--- config.mk ---
export PLATFORM = sky130hd
export DESIGN_NAME = bit_serializer
export DESIGN_NICKNAME = d
export VERILOG_FILES = /design/src/rtl/ser_pkg.sv /design/src/rtl/bit_serializer.sv
export SDC_FILE = /design/constraint.sdc
export NUM_CORES = 1
export LEC_CHECK = 0
export ABC_AREA = 0
export ABC_CLOCK_PERIOD_IN_PS = 3000
export CORE_AREA = 2 2 58 60
export CTS_BUF_LIST = sky130_fd_sc_hd__clkbuf_2 sky130_fd_sc_hd__clkbuf_4 sky130_fd_sc_hd__clkbuf_8
export CTS_CLUSTER_DIAMETER = 80
export DETAILED_ROUTE_END_ITERATION = 10
export DIE_AREA = 0 0 60 62
export GPL_ROUTABILITY_DRIVEN = 0
export PLACE_DENSITY = 0.76
export SETUP_SLACK_MARGIN = 0.4
export SLEW_MARGIN = 10
export SYNTH_ARGS = -nofsm -noshare
export SYNTH_HDL_FRONTEND = slang
export SYNTH_SLANG_ARGS = --single-unit
export TNS_END_PERCENT = 1
--- constraint.sdc ---
create_clock -name clk -period 3 [get_ports clk]
set_input_delay 0.6 -clock clk [delete_from_list [all_inputs] [get_ports clk]]
set_output_delay 0.6 -clock clk [all_outputs]
set_load 0.02 [all_outputs]
--- src/rtl/ser_pkg.sv ---
// ============================================================================
// Module      : ser_pkg
// Description : Shared types and constants for the bit serializer.
// Revision    : 1.0 - initial release
// ============================================================================
`default_nettype none

package ser_pkg;

   typedef enum logic [0:0] {
      IDLE  = 1'b0,
      SHIFT = 1'b1
   } ser_state_t;

   localparam int SER_WORD_W_DEF = 8;
   localparam int SER_CNT_W      = 16;

endpackage : ser_pkg

`default_nettype wire

--- src/rtl/bit_serializer.sv ---
// ============================================================================
// Module      : bit_serializer
// Description : Parallel-to-serial front end, one bit per clock, gap-free when
//               fed continuously. Define SER_STALL_EN to add bit_ready backpressure.
// Revision    : 1.0 - initial release
// ============================================================================
`default_nettype none

module bit_serializer
   import ser_pkg::*;
#(
   parameter int WORD_W = SER_WORD_W_DEF
) (
   input  logic                 clk,
   input  logic                 rst,
   input  logic [WORD_W-1:0]    word_in,
   input  logic                 word_valid,
   output logic                 word_ready,
   input  logic                 lsb_first,
`ifdef SER_STALL_EN
   input  logic                 bit_ready,
`endif
   output logic                 bit_out,
   output logic                 bit_valid,
   output logic                 busy,
   output logic [SER_CNT_W-1:0] words_sent
);

   localparam int              CNT_W    = $clog2(WORD_W);
   localparam logic [CNT_W-1:0] LAST_IDX = CNT_W'(WORD_W - 1);

   ser_state_t           state_q;
   logic [WORD_W-1:0]    shreg_q;
   logic [WORD_W-1:0]    shreg_d;
   logic [CNT_W-1:0]     idx_q;
   logic                 lsb_q;
   logic                 bit_out_q;
   logic                 bit_valid_q;
   logic                 busy_q;
   logic [SER_CNT_W-1:0] words_sent_q;

   logic bit_rdy;
   logic consume;
   logic last;
   logic accept;
   logic next_bit_d;
   logic load_bit_d;

`ifdef SER_STALL_EN
   assign bit_rdy = bit_ready;
`else
   assign bit_rdy = 1'b1;
`endif

   assign consume    = (state_q == SHIFT) & bit_valid_q & bit_rdy;
   assign last       = (idx_q == LAST_IDX);
   assign word_ready = ~rst & ((state_q == IDLE) | (consume & last));
   assign accept     = word_valid & word_ready;

   // The register shifts toward the output end so the next bit always sits next to it.
   assign shreg_d    = lsb_q ? (shreg_q >> 1) : (shreg_q << 1);
   assign next_bit_d = lsb_q ? shreg_q[1] : shreg_q[WORD_W-2];
   assign load_bit_d = lsb_first ? word_in[0] : word_in[WORD_W-1];

   always_ff @(posedge clk) begin
      if (rst) begin
         state_q      <= IDLE;
         shreg_q      <= '0;
         idx_q        <= '0;
         lsb_q        <= 1'b0;
         bit_out_q    <= 1'b0;
         bit_valid_q  <= 1'b0;
         busy_q       <= 1'b0;
         words_sent_q <= '0;
      end else begin
         if (consume && last) begin
            words_sent_q <= words_sent_q + SER_CNT_W'(1);
         end

         if (accept) begin
            state_q     <= SHIFT;
            shreg_q     <= word_in;
            lsb_q       <= lsb_first;
            idx_q       <= '0;
            bit_out_q   <= load_bit_d;
            bit_valid_q <= 1'b1;
            busy_q      <= 1'b1;
         end else if (consume) begin
            if (last) begin
               state_q     <= IDLE;
               bit_out_q   <= 1'b0;
               bit_valid_q <= 1'b0;
               busy_q      <= 1'b0;
            end else begin
               idx_q     <= idx_q + CNT_W'(1);
               shreg_q   <= shreg_d;
               bit_out_q <= next_bit_d;
            end
         end
      end
   end

   assign bit_out    = bit_out_q;
   assign bit_valid  = bit_valid_q;
   assign busy       = busy_q;
   assign words_sent = words_sent_q;

endmodule : bit_serializer

`default_nettype wire

==> Implementation_results.wiki, run 1 <==
{| class="wikitable"
! Metric !! Value
|-
| Final number of max-transition violations || 0
|-
| Type of the worst min-delay path || register to register
|-
| Unrepaired setup endpoints after global routing || false
|-
| Slew Limit Headroom || about 53%
|-
| Slowest CP cell || sky130_fd_sc_hd__dfxtp_1
|-
| Arrival time at the worst endpoint || 1.54 ns
|-
| Count of antenna diodes in the layout || 0
|-
| Iteration-0 DRC Markers || between 40 and 50
|-
| Global-route wire length before repair || 5000 µm
|-
| Synthesis-to-finish area growth || 27.2%
|-
| Max H-tree Level || 2
|-
| YS warnings || 0
|-
| Syn avg cell area || between 9 and 10 µm²
|-
| Initial Util || between 40% and 50%
|-
| Worst path cell trace || ha_1, ha_2, nor2b_4, nor2_1, dlymetal6s2s_1
|-
| Average wire per cell in the routed design || between 10 and 15 µm
|-
| Floorplan Core Area || between 3000 and 4000 µm²
|-
| WS Path Type || register to primary output
|-
| Ports placed on the boundary || 32
|-
| Cell area after layout || between 1500 and 2000 µm²
|-
| Detailed-routing iteration count for the pre-antenna-repair pass || 4
|-
| Slew at the pin closest to its max-slew limit || ~0.7 ns
|-
| CP Capture Type || primary output
|-
| Number of standard cells after synthesis || around 160
|-
| Element type at the critical path start || register
|-
| Clock period minus worst slack || around 2.1 ns
|-
| Library cells used by synthesis || 33
|-
| Required time worst endpoint || around 2.4 ns
|-
| Highest Clock Rate || ~0.47 GHz
|-
| Largest voltage drop on the vdd net || around 0.00024 V
|-
| Total clock buffers created by CTS || 5
|-
| Final hold vios || 0
|-
| Hold buffer count at cts || 0
|-
| Setup TNS Final || 0 ns
|-
| Pin count of the biggest net entering global routing || 34
|-
| PortBufs || 31
|-
| Routed Wire Length || between 2000 and 3000 µm
|-
| Area of the die || approximately 3700 µm²
|-
| Num Clock Sinks || 30
|-
| Number of antenna violations at the first check in global routing || 0
|-
| Overflow left after global routing || 0
|-
| Max Cap Viol || 0
|-
| Final period utilization || 71.4%
|-
| Residual antenna-violating net count after detailed routing || 0
|-
| Clock Pin Slew Worst Setup and Hold Paths || 0.08 ns
|-
| Floorplan die height || 62 µm
|-
| Total GRT Usage || ~18%
|-
| Clock skew || ~0.0043 ns
|-
| Post-synthesis cell area || between 1000 and 1500 µm²
|-
| #FFs+latches synth || 30
|-
| Via count of the first global-routing pass || 1193
|-
| Syn_nets || around 180
|-
| Result of the run || complete, no violations
|-
| Areal power density over the cells || approximately 400 nW/µm²
|-
| Count of final setup violators || 0
|-
| Die Span X || roughly 60 µm
|-
| Crit path largest cell delay || about 0.34 ns
|-
| Floorplan row count || 21
|-
| Later-pin clock latency in the skew report || 0.33 ns
|-
| Register area share after synthesis || around two fifths
|-
| Routed vias/inst || 5.44
|-
| Clock Root Buffer || sky130_fd_sc_hd__clkbuf_4
|-
| Half-perimeter wire length after placement || roughly 2100 µm
|-
| CTS tree || yes
|-
| Clock buffer depth || 2
|-
| Leakage component of the power || approximately 0.67 nW
|-
| Share of layout cells above drive strength 1 || a little under an eighth
|-
| Layout Nets || 207
|-
| DRC errors left || 0
|-
| Cell Area, Placed || 1800 µm²
|-
| Maximum net fanout on the critical path || 7
|-
| Total number of vias || 1295
|}
-- per-stage QoR --
stage                     hold WS (ns)  util (%)  power [mW]  std cells  setup WS, ns
after floorplan                  0.467         -       0.485        162          1.08
after global placement           0.478      56.7       0.514        231         0.557
after detailed placement         0.491      56.7       0.517        231         0.569
after CTS                        0.509      58.6       0.753        238         0.448
after global routing             0.533      58.7       0.780        238         0.728
final                            0.510      58.7       0.744        238         0.859
-- kinds of logic after synthesis --
group / count (synthesis) / share of synthesized area [%]
buffers and inverters: 15 / 4.35
AOI/OAI and AO/OA: 32 / 14.8
and+or+nand+nor: 63 / 25.1
muxes: 9 / 6.31
xor gates and xnor gates: 10 / 5.97
adders and majority gates: 3 / 2.56
DFF: 30 / 40.9
-- cells in the final DEF (no fill, tap or decap), drive strengths merged, types with 3 or more instances in the layout --
master / instances
a211oi: 15
dfxtp: 30
nand2: 6
clkbuf: 7
mux2i: 7
nor2: 23
ha: 3
nand3: 6
a21oi: 11
inv: 6
xnor2: 8
nand4: 5
clkdlybuf4s50: 30
nor2b: 9
a31o: 4
nor3: 4
-- critical path, delay by kind of cell (launching register included) --
kind	cells	cell delay, ns
flops	1	0.34
buf+inv	1	0.20
simple gates	2	0.24
fa+ha+maj	2	0.44
-- synth_stat cells, drive strengths merged --
library cell  count  share of area, %
dfxtp            30                41
nor2             23               6.9
a211oi           15               7.7
a21oi            11               3.8
nor2b             9               3.8
xnor2             8               4.8
mux2i             7               4.8
inv               6               1.5
nand2             6               1.5
nand3             6               2.4
clkbuf            5               1.3
nand4             5               3.6
a31o              4               2.4
buf               4               1.5
nor3              4               1.4
ha                3               2.6
mux2              2               1.5
nand2b            2              0.85
nand3b            2               1.0
nor4              2               1.7
xor2              2               1.2
a221oi            1              0.60
a31oi             1              0.43
and2              1              0.43
and3              1              0.43
nor3b             1              0.51
or2b              1              0.51
-- routing by layer --
layer  track usage, %  vias to the layer above  wire length [µm]  share of wire, %
li1                 -                      637                 -                 -
met5                0                        -                 0                 0
met3             6.21                        9               148               4.9
met2             32.6                       33              1500                50
met1             19.2                      616              1280                43
met4             7.94                        0                60               2.0
-- sequential cells by signal, indices dropped and copies added, names as in the netlist --
name	flops
lsb_q	1
bit_out	1
shreg_q	8
idx_q	3
words_sent	16
busy	1
-- area by class of cell --
cell class | instances | area (µm²)
well taps | 46 | 57.6
repair buffers | 32 | 320
inverters | 6 | 22.5
clock buffers | 7 | 52.6
flip-flops and latches | 30 | 601
multi-input cells | 117 | 813
fillers | 296 | 1310
-- what timing repair did --
| item | CTS | global route |
|---|---|---|
| resized for setup | 3 | 1 |
| setup endpoints to repair | 1 | 1 |
| buffers inserted | 0 | 0 |
| pin swaps | 0 | 0 |
-- power breakdown --
group / switching [mW] / internal (mW)
Combinational: 0.0397 / 0.0439
Sequential: 0.0133 / 0.412
Clock: 0.129 / 0.106
-- path summary, 6_finish.rpt --
path / slack [ns] / start / end / cells past startpoint
setup / recovery: 0.86 / idx_q[0] / word_ready / 5
hold / removal: 0.51 / idx_q[1] / idx_q[1] / 2
setup reg to reg: 1.17 / idx_q[0] / bit_out / 5
hold reg to reg: 0.51 / idx_q[1] / idx_q[1] / 2
Note: power is estimated with default switching activity, not from simulation.
==> run 2, diff against run 1 <==
- ABC_CLOCK_PERIOD_IN_PS: 3000 -> 1830
- CORE_AREA: 2 2 58 60 -> 2 2 59 61
- DIE_AREA: 0 0 60 62 -> 0 0 61 63
- clock period: 3 -> 1.83 ns (I/O delays scaled with it)
==> run 2 against run 1 <==
Against the previous run:
- register-to-register slack lost 0.99 ns
- flip-flop and latch count is the same
- sequential share of layout area shrank 1.4 points
- cell count grew 3.4%
- first-iteration DRC count grew 38%
- sequential power grew 64%
- final area grew 5.6%
- die area grew 3.3%
- power grew 85%
- combinational power grew 82%
- core utilization grew 2.3 points
- setup slack lost 0.71 ns
- largest cell class unchanged
==> Implementation_results.wiki, run 2 (synthesized netlist as in run 1, its figures left out) <==
{| class="wikitable"
! Metric !! Value
|-
| Arrival time at the worst endpoint || between 1 and 1.5 ns
|-
| Unrepaired setup endpoints after global routing || true
|-
| Highest Clock Rate || between 0.5 and 0.6 GHz
|-
| WS Path Type || register to primary output
|-
| Number of antenna violations at the first check in global routing || 0
|-
| Setup WS post-layout || roughly 0.15 ns
|-
| Overflow left after global routing || 0
|-
| Crit path largest cell delay || approximately 0.37 ns
|-
| Clock skew || between 0.01 and 0.015 ns
|-
| Maximum net fanout on the critical path || 3
|-
| Element type at the critical path start || register
|-
| Largest voltage drop on the vdd net || slightly above 0.0004 V
|-
| Iteration-0 DRC Markers || between 60 and 70
|-
| Number of flip-flops in the largest register || 16
|-
| Residual antenna-violating net count after detailed routing || 0
|-
| Final hold vios || 0
|-
| Num Clock Sinks || 30
|-
| Ports placed on the boundary || 32
|-
| Clock Pin Slew Worst Setup and Hold Paths || 0.10 ns
|-
| CP bufs+invs || 1
|-
| Most used cells in the layout excluding fill and tap cells || sky130_fd_sc_hd__dfxtp_1 (27), sky130_fd_sc_hd__nor2_1 (19), sky130_fd_sc_hd__a211oi_1 (15), sky130_fd_sc_hd__dlygate4sd2_1 (15), sky130_fd_sc_hd__clkdlybuf4s50_1 (14)
|-
| CP Capture Type || primary output
|-
| Routed Wire Length || between 3000 and 4000 µm
|-
| Floorplan row count || 21
|-
| Final number of max-transition violations || 0
|-
| Layout Nets || 214
|-
| Count of antenna diodes in the layout || 0
|-
| Post-CTS Setup Bufs || 0
|-
| Share of layout cells above drive strength 1 || 19.0%
|-
| Max Cap Viol || 0
|-
| CTS tree || yes
|-
| Total GRT Usage || 19.4%
|-
| Most common library cell in the layout ignoring fill and taps || sky130_fd_sc_hd__dfxtp_1
|-
| Die Span X || 61 µm
|-
| Detailed-routing iteration count for the pre-antenna-repair pass || 4
|-
| Floorplan die height || about 63 µm
|-
| Leakage component of the power || a little under 0.8 nW
|-
| Initial Util || approximately 45%
|-
| Type of the worst min-delay path || register to register
|-
| Average wire per cell in the routed design || 12.5 µm
|-
| Pin count of the biggest net entering global routing || 34
|-
| Synthesis-to-finish area growth || 34.3%
|-
| Slew Limit Headroom || around 72%
|-
| Count of final setup violators || 0
|-
| Area of the die || between 3000 and 4000 µm²
|-
| Worst slack at placement || -0.127 ns
|-
| Clock buffer depth || 2
|-
| Routed vias/inst || roughly 5.2
|-
| Total clock buffers created by CTS || 5
|-
| Via count of the first global-routing pass || ~1300
|-
| Total number of vias || 1282
|-
| PortBufs || 31
|-
| Total power of the final layout || approximately 1.4 mW
|-
| Slowest CP cell || sky130_fd_sc_hd__dfxtp_4
|-
| Global-route wire length before repair || about 5600 µm
|-
| Floorplan Core Area || between 3000 and 4000 µm²
|-
| Slew at the pin closest to its max-slew limit || about 0.42 ns
|-
| Later-pin clock latency in the skew report || approximately 0.34 ns
|-
| Finished Core Util || around 60%
|-
| Worst path cell trace || ha_4, ha_4, nor2b_4, nor2_2, buf_6
|-
| Areal power density over the cells || around 700 nW/µm²
|-
| Final period utilization || between 90 and 100%
|-
| Clock Root Buffer || sky130_fd_sc_hd__clkbuf_4
|-
| Clock period minus worst slack || 1.68 ns
|-
| Most frequent cell on the critical path || sky130_fd_sc_hd__ha_4
|-
| Top delay family on crit path || flip-flops
|-
| DRC errors left || 0
|-
| Result of the run || complete, no violations
|-
| Max H-tree Level || 2
|-
| Half-perimeter wire length after placement || around 2300 µm
|-
| Fin Hold WS || approximately 0.52 ns
|-
| Required time worst endpoint || approximately 1.5 ns
|}
## run 2: changes by cell type in the layout (fill, tap and decap cells not counted), moves of 2 or more
cell	delta
sky130_fd_sc_hd__buf_4	+7
sky130_fd_sc_hd__clkinv_2	+2
sky130_fd_sc_hd__nor2_2	+2
sky130_fd_sc_hd__clkbuf_4	-2
sky130_fd_sc_hd__dfxtp_2	+2
sky130_fd_sc_hd__clkdlybuf4s50_1	-16
sky130_fd_sc_hd__nor2_1	-2
sky130_fd_sc_hd__dlygate4sd2_1	+15
sky130_fd_sc_hd__ha_4	+2
sky130_fd_sc_hd__dfxtp_1	-3
## run 2: path summary, 6_finish.rpt
| check | from | end | slack, ns | depth (start not counted) |
|---|---|---|---|---|
| setup / recovery | idx_q[0] | word_ready | 0.15 | 5 |
| hold / removal | idx_q[1] | idx_q[1] | 0.52 | 2 |
| setup reg to reg | idx_q[1] | words_sent[15] | 0.18 | 7 |
| hold reg to reg | idx_q[1] | idx_q[1] | 0.52 | 2 |
## run 2: report_power, final
group	switching, mW	internal [mW]	total [mW]
sequential	0.0211	0.675	0.696
combinational	0.0710	0.0809	0.152
clock	0.242	0.283	0.525
## run 2: tightest hold or removal path, delay by kind of cell (launching register included)
kind / cells / cell delay [ns]
AOI/OAI and AO/OA: 1 / 0.06
DFF: 1 / 0.35
and+or+nand+nor: 1 / 0.08
## run 2: final cells by class
class,instances,area [µm²]
Clock buffer,5,37.5
Clock inverter,3,40.0
Fill cell,288,1260
Inverter,6,22.5
Multi-Input combinational cell,117,851
Sequential cell,30,607
Tap cell,46,57.6
Timing Repair Buffer,39,355
## run 2: timing repair
item,in CTS,in global routing
resized for setup,20,8
hold endpoints to repair,0,0
setup endpoints to repair,41,45
hold buffers,0,0
pin swaps,0,1
## run 2: routing by layer
layer / track usage, % / vias to the layer above / routed length (µm)
li1: - / 648 / -
met1: 21.5 / 598 / 1290
met2: 32.0 / 29 / 1580
met3: 7.25 / 7 / 146
met4: 8.42 / 0 / 59
met5: 0 / - / 0
## run 2: metrics by stage
stage	std cells	TNS (ns)	instance area, µm²
finish	246	0	1970
global route	246	0	1970
CTS	246	0	1950
detailed placement	238	-0.127	1890
global placement	238	-0.144	1890
floorplan	162	0	1510
==> run 3, diff against run 2 <==
- PLACE_DENSITY: 0.76 -> 0.83
- SKIP_CTS_REPAIR_TIMING: unset -> 1
==> run 3 against run 2 <==
Against the previous run:
- sequential share of layout area about the same
- maximum frequency down 4.0%
- non-clock buffer count down 2
- core utilization down 0.19 points
- cell count down 0.81%
- count of clock-buffer cells in the layout up 2
- flip-flop and latch count unchanged
- clock skew down 0.0079 ns
- first-iteration DRC count down 28%
- largest power group unchanged
==> Implementation_results.wiki, run 3 (synthesized netlist as in run 1, its figures left out) <==
{| class="wikitable"
! Metric !! Value
|-
| Result of the run || complete, no violations
|-
| Element type at the critical path start || register
|-
| Slowest CP cell || sky130_fd_sc_hd__clkdlybuf4s50_1
|-
| Final hold vios || 0
|-
| Arrival time at the worst endpoint || around 1.4 ns
|-
| Num Clock Sinks || 30
|-
| Floorplan row count || 21
|-
| DRC errors left || 0
|-
| Iteration-0 DRC Markers || 47
|-
| Area of the die || 3840 µm²
|-
| CTS tree || yes
|-
| Slew at the pin closest to its max-slew limit || approximately 0.44 ns
|-
| Residual antenna-violating net count after detailed routing || 0
|-
| Logic pwr share || between 10% and 20%
|-
| Destination of the worst register-to-register timing path || words_sent[15]
|-
| Number of antenna violations at the first check in global routing || 0
|-
| Destination of the worst hold path || idx_q[1]
|-
| Clock period minus worst slack || around 1.7 ns
|-
| Fin Hold WS || between 0.5 and 0.6 ns
|-
| Later-pin clock latency in the skew report || ~0.34 ns
|-
| Max Cap Viol || 0
|-
| Register-to-Register Path Depth || 7
|-
| CP Capture Type || primary output
|-
| Total clock buffers created by CTS || 5
|-
| Finished Core Util || 60.8%
|-
| Number of flip-flops in the largest register || 16
|-
| Leakage component of the power || about 0.86 nW
|-
| Total power of the final layout || roughly 1.3 mW
|-
| Startpoint of the most critical hold path || idx_q[1]
|-
| Areal power density over the cells || between 600 and 700 nW/µm²
|-
| Required time worst endpoint || 1.46 ns
|-
| Unrepaired setup endpoints after global routing || true
|-
| Cell Area, Placed || 1880 µm²
|-
| Top delay family on crit path || buffers and inverters
|-
| Fraction of power consumed by sequential logic || approximately 54%
|-
| Clock Root Buffer || sky130_fd_sc_hd__clkbuf_4
|-
| Cell internal pwr || approximately 0.95 mW
|-
| Detailed-routing iteration count for the pre-antenna-repair pass || 4
|-
| Crit path largest cell delay || 0.63 ns
|-
| Post-route non-filler standard cell count || roughly 240
|-
| Die Span X || about 60 µm
|-
| CP bufs+invs || 1
|-
| Synthesis-to-finish area growth || 33.8%
|-
| Cell area after layout || ~2000 µm²
|-
| Highest Clock Rate || around 0.57 GHz
|-
| Fraction of power spent switching nets || around 26%
|-
| Worst path cell trace || clkdlybuf4s50_1
|-
| Worst slack at placement || -0.149 ns
|-
| Final number of max-transition violations || 0
|-
| Most common library cell in the layout ignoring fill and taps || sky130_fd_sc_hd__dfxtp_1
|-
| Total number of vias || 1268
|-
| Half-perimeter wire length after placement || 2370 µm
|-
| Clock buffer depth || 2
|-
| Pin count of the biggest net entering global routing || 33
|-
| Net switching component of the power || 0.327 mW
|-
| Setup TNS Final || 0 ns
|-
| Most used cells in the layout excluding fill and tap cells || sky130_fd_sc_hd__dfxtp_1 (27), sky130_fd_sc_hd__nor2_1 (21), sky130_fd_sc_hd__clkdlybuf4s50_1 (20), sky130_fd_sc_hd__a211oi_1 (15), sky130_fd_sc_hd__a21oi_1 (11)
|-
| Global-route wire length before repair || 5200 µm
|-
| Total GRT Usage || 18.2%
|-
| Share of layout cells above drive strength 1 || between 10% and 20%
|-
| Ports placed on the boundary || 32
|-
| Setup WS post-layout || around 0.083 ns
|-
| Maximum net fanout on the critical path || 4
|-
| Count of antenna diodes in the layout || 0
|-
| Routed vias/inst || 5.20
|-
| Startpoint of the worst setup timing path || words_sent[9]
|-
| Average wire per cell in the routed design || about 13 µm
|-
| Initial Util || 45.4%
|-
| Slew Limit Headroom || a little over two thirds
|-
| Final period utilization || 95.4%
|-
| Type of the worst min-delay path || register to register
|-
| Via count of the first global-routing pass || between 1000 and 1500
|-
| Cell depth of the worst min-delay path || 2
|-
| PortBufs || 31
|-
| Routed Wire Length || approximately 3200 µm
|-
| Clock network power share || about 34%
|-
| Floorplan die height || ~63 µm
|-
| Worst reg2reg path startpoint || idx_q[0]
|-
| Clock skew || 0.00621 ns
|-
| Setup slack of the worst register-to-register path || 0.14 ns
|-
| Overflow left after global routing || 0
|-
| Count of final setup violators || 0
|-
| Number of cells in the design after placement || 236
|-
| Max H-tree Level || 2
|-
| WS Path Type || register to primary output
|-
| Layout Nets || about 210
|-
| Clock Pin Slew Worst Setup and Hold Paths || approximately 0.090 ns
|-
| Floorplan Core Area || between 3000 and 4000 µm²
|-
| Largest voltage drop on the vdd net || between 0.0003 and 0.0004 V
|}
-- run 3: final cells by class --
type | instances | area, µm²
clock inverters | 1 | 5.00
repair buffers | 37 | 375
multi-input cells | 117 | 841
inverters | 6 | 22.5
flip-flops and latches | 30 | 604
well taps | 46 | 57.6
fillers | 295 | 1270
clock buffers | 7 | 58.8
-- run 3: layer usage --
layer	vias up	global-route usage, %	share of wire (%)
met4	0	6.52	1.8
li1	639	-	-
met3	8	6.83	4.8
met2	27	30.9	52
met1	594	20.2	41
met5	-	0	0
-- run 3: worst max-delay path by stage --
stage | end | slack (ns) | cells after the start
2_1_floorplan | words_sent[15] | 0.36 | 6
3_3_place_gp | word_ready | -0.14 | 3
3_5_place_dp | word_ready | -0.15 | 3
4_1_cts | word_ready | -0.32 | 5
5_1_grt | words_sent[15] | 0.02 | 7
6_report | words_sent[9] | 0.08 | 1
-- run 3: power by group through the flow --
stage / combinational [mW] / clock, mW / sequential (mW)
after floorplan: 0.0887 / 0 / 0.709
after global placement: 0.145 / 0 / 0.708
after detailed placement: 0.151 / 0 / 0.710
after CTS: 0.152 / 0.445 / 0.695
after global routing: 0.165 / 0.477 / 0.699
final: 0.149 / 0.434 / 0.696
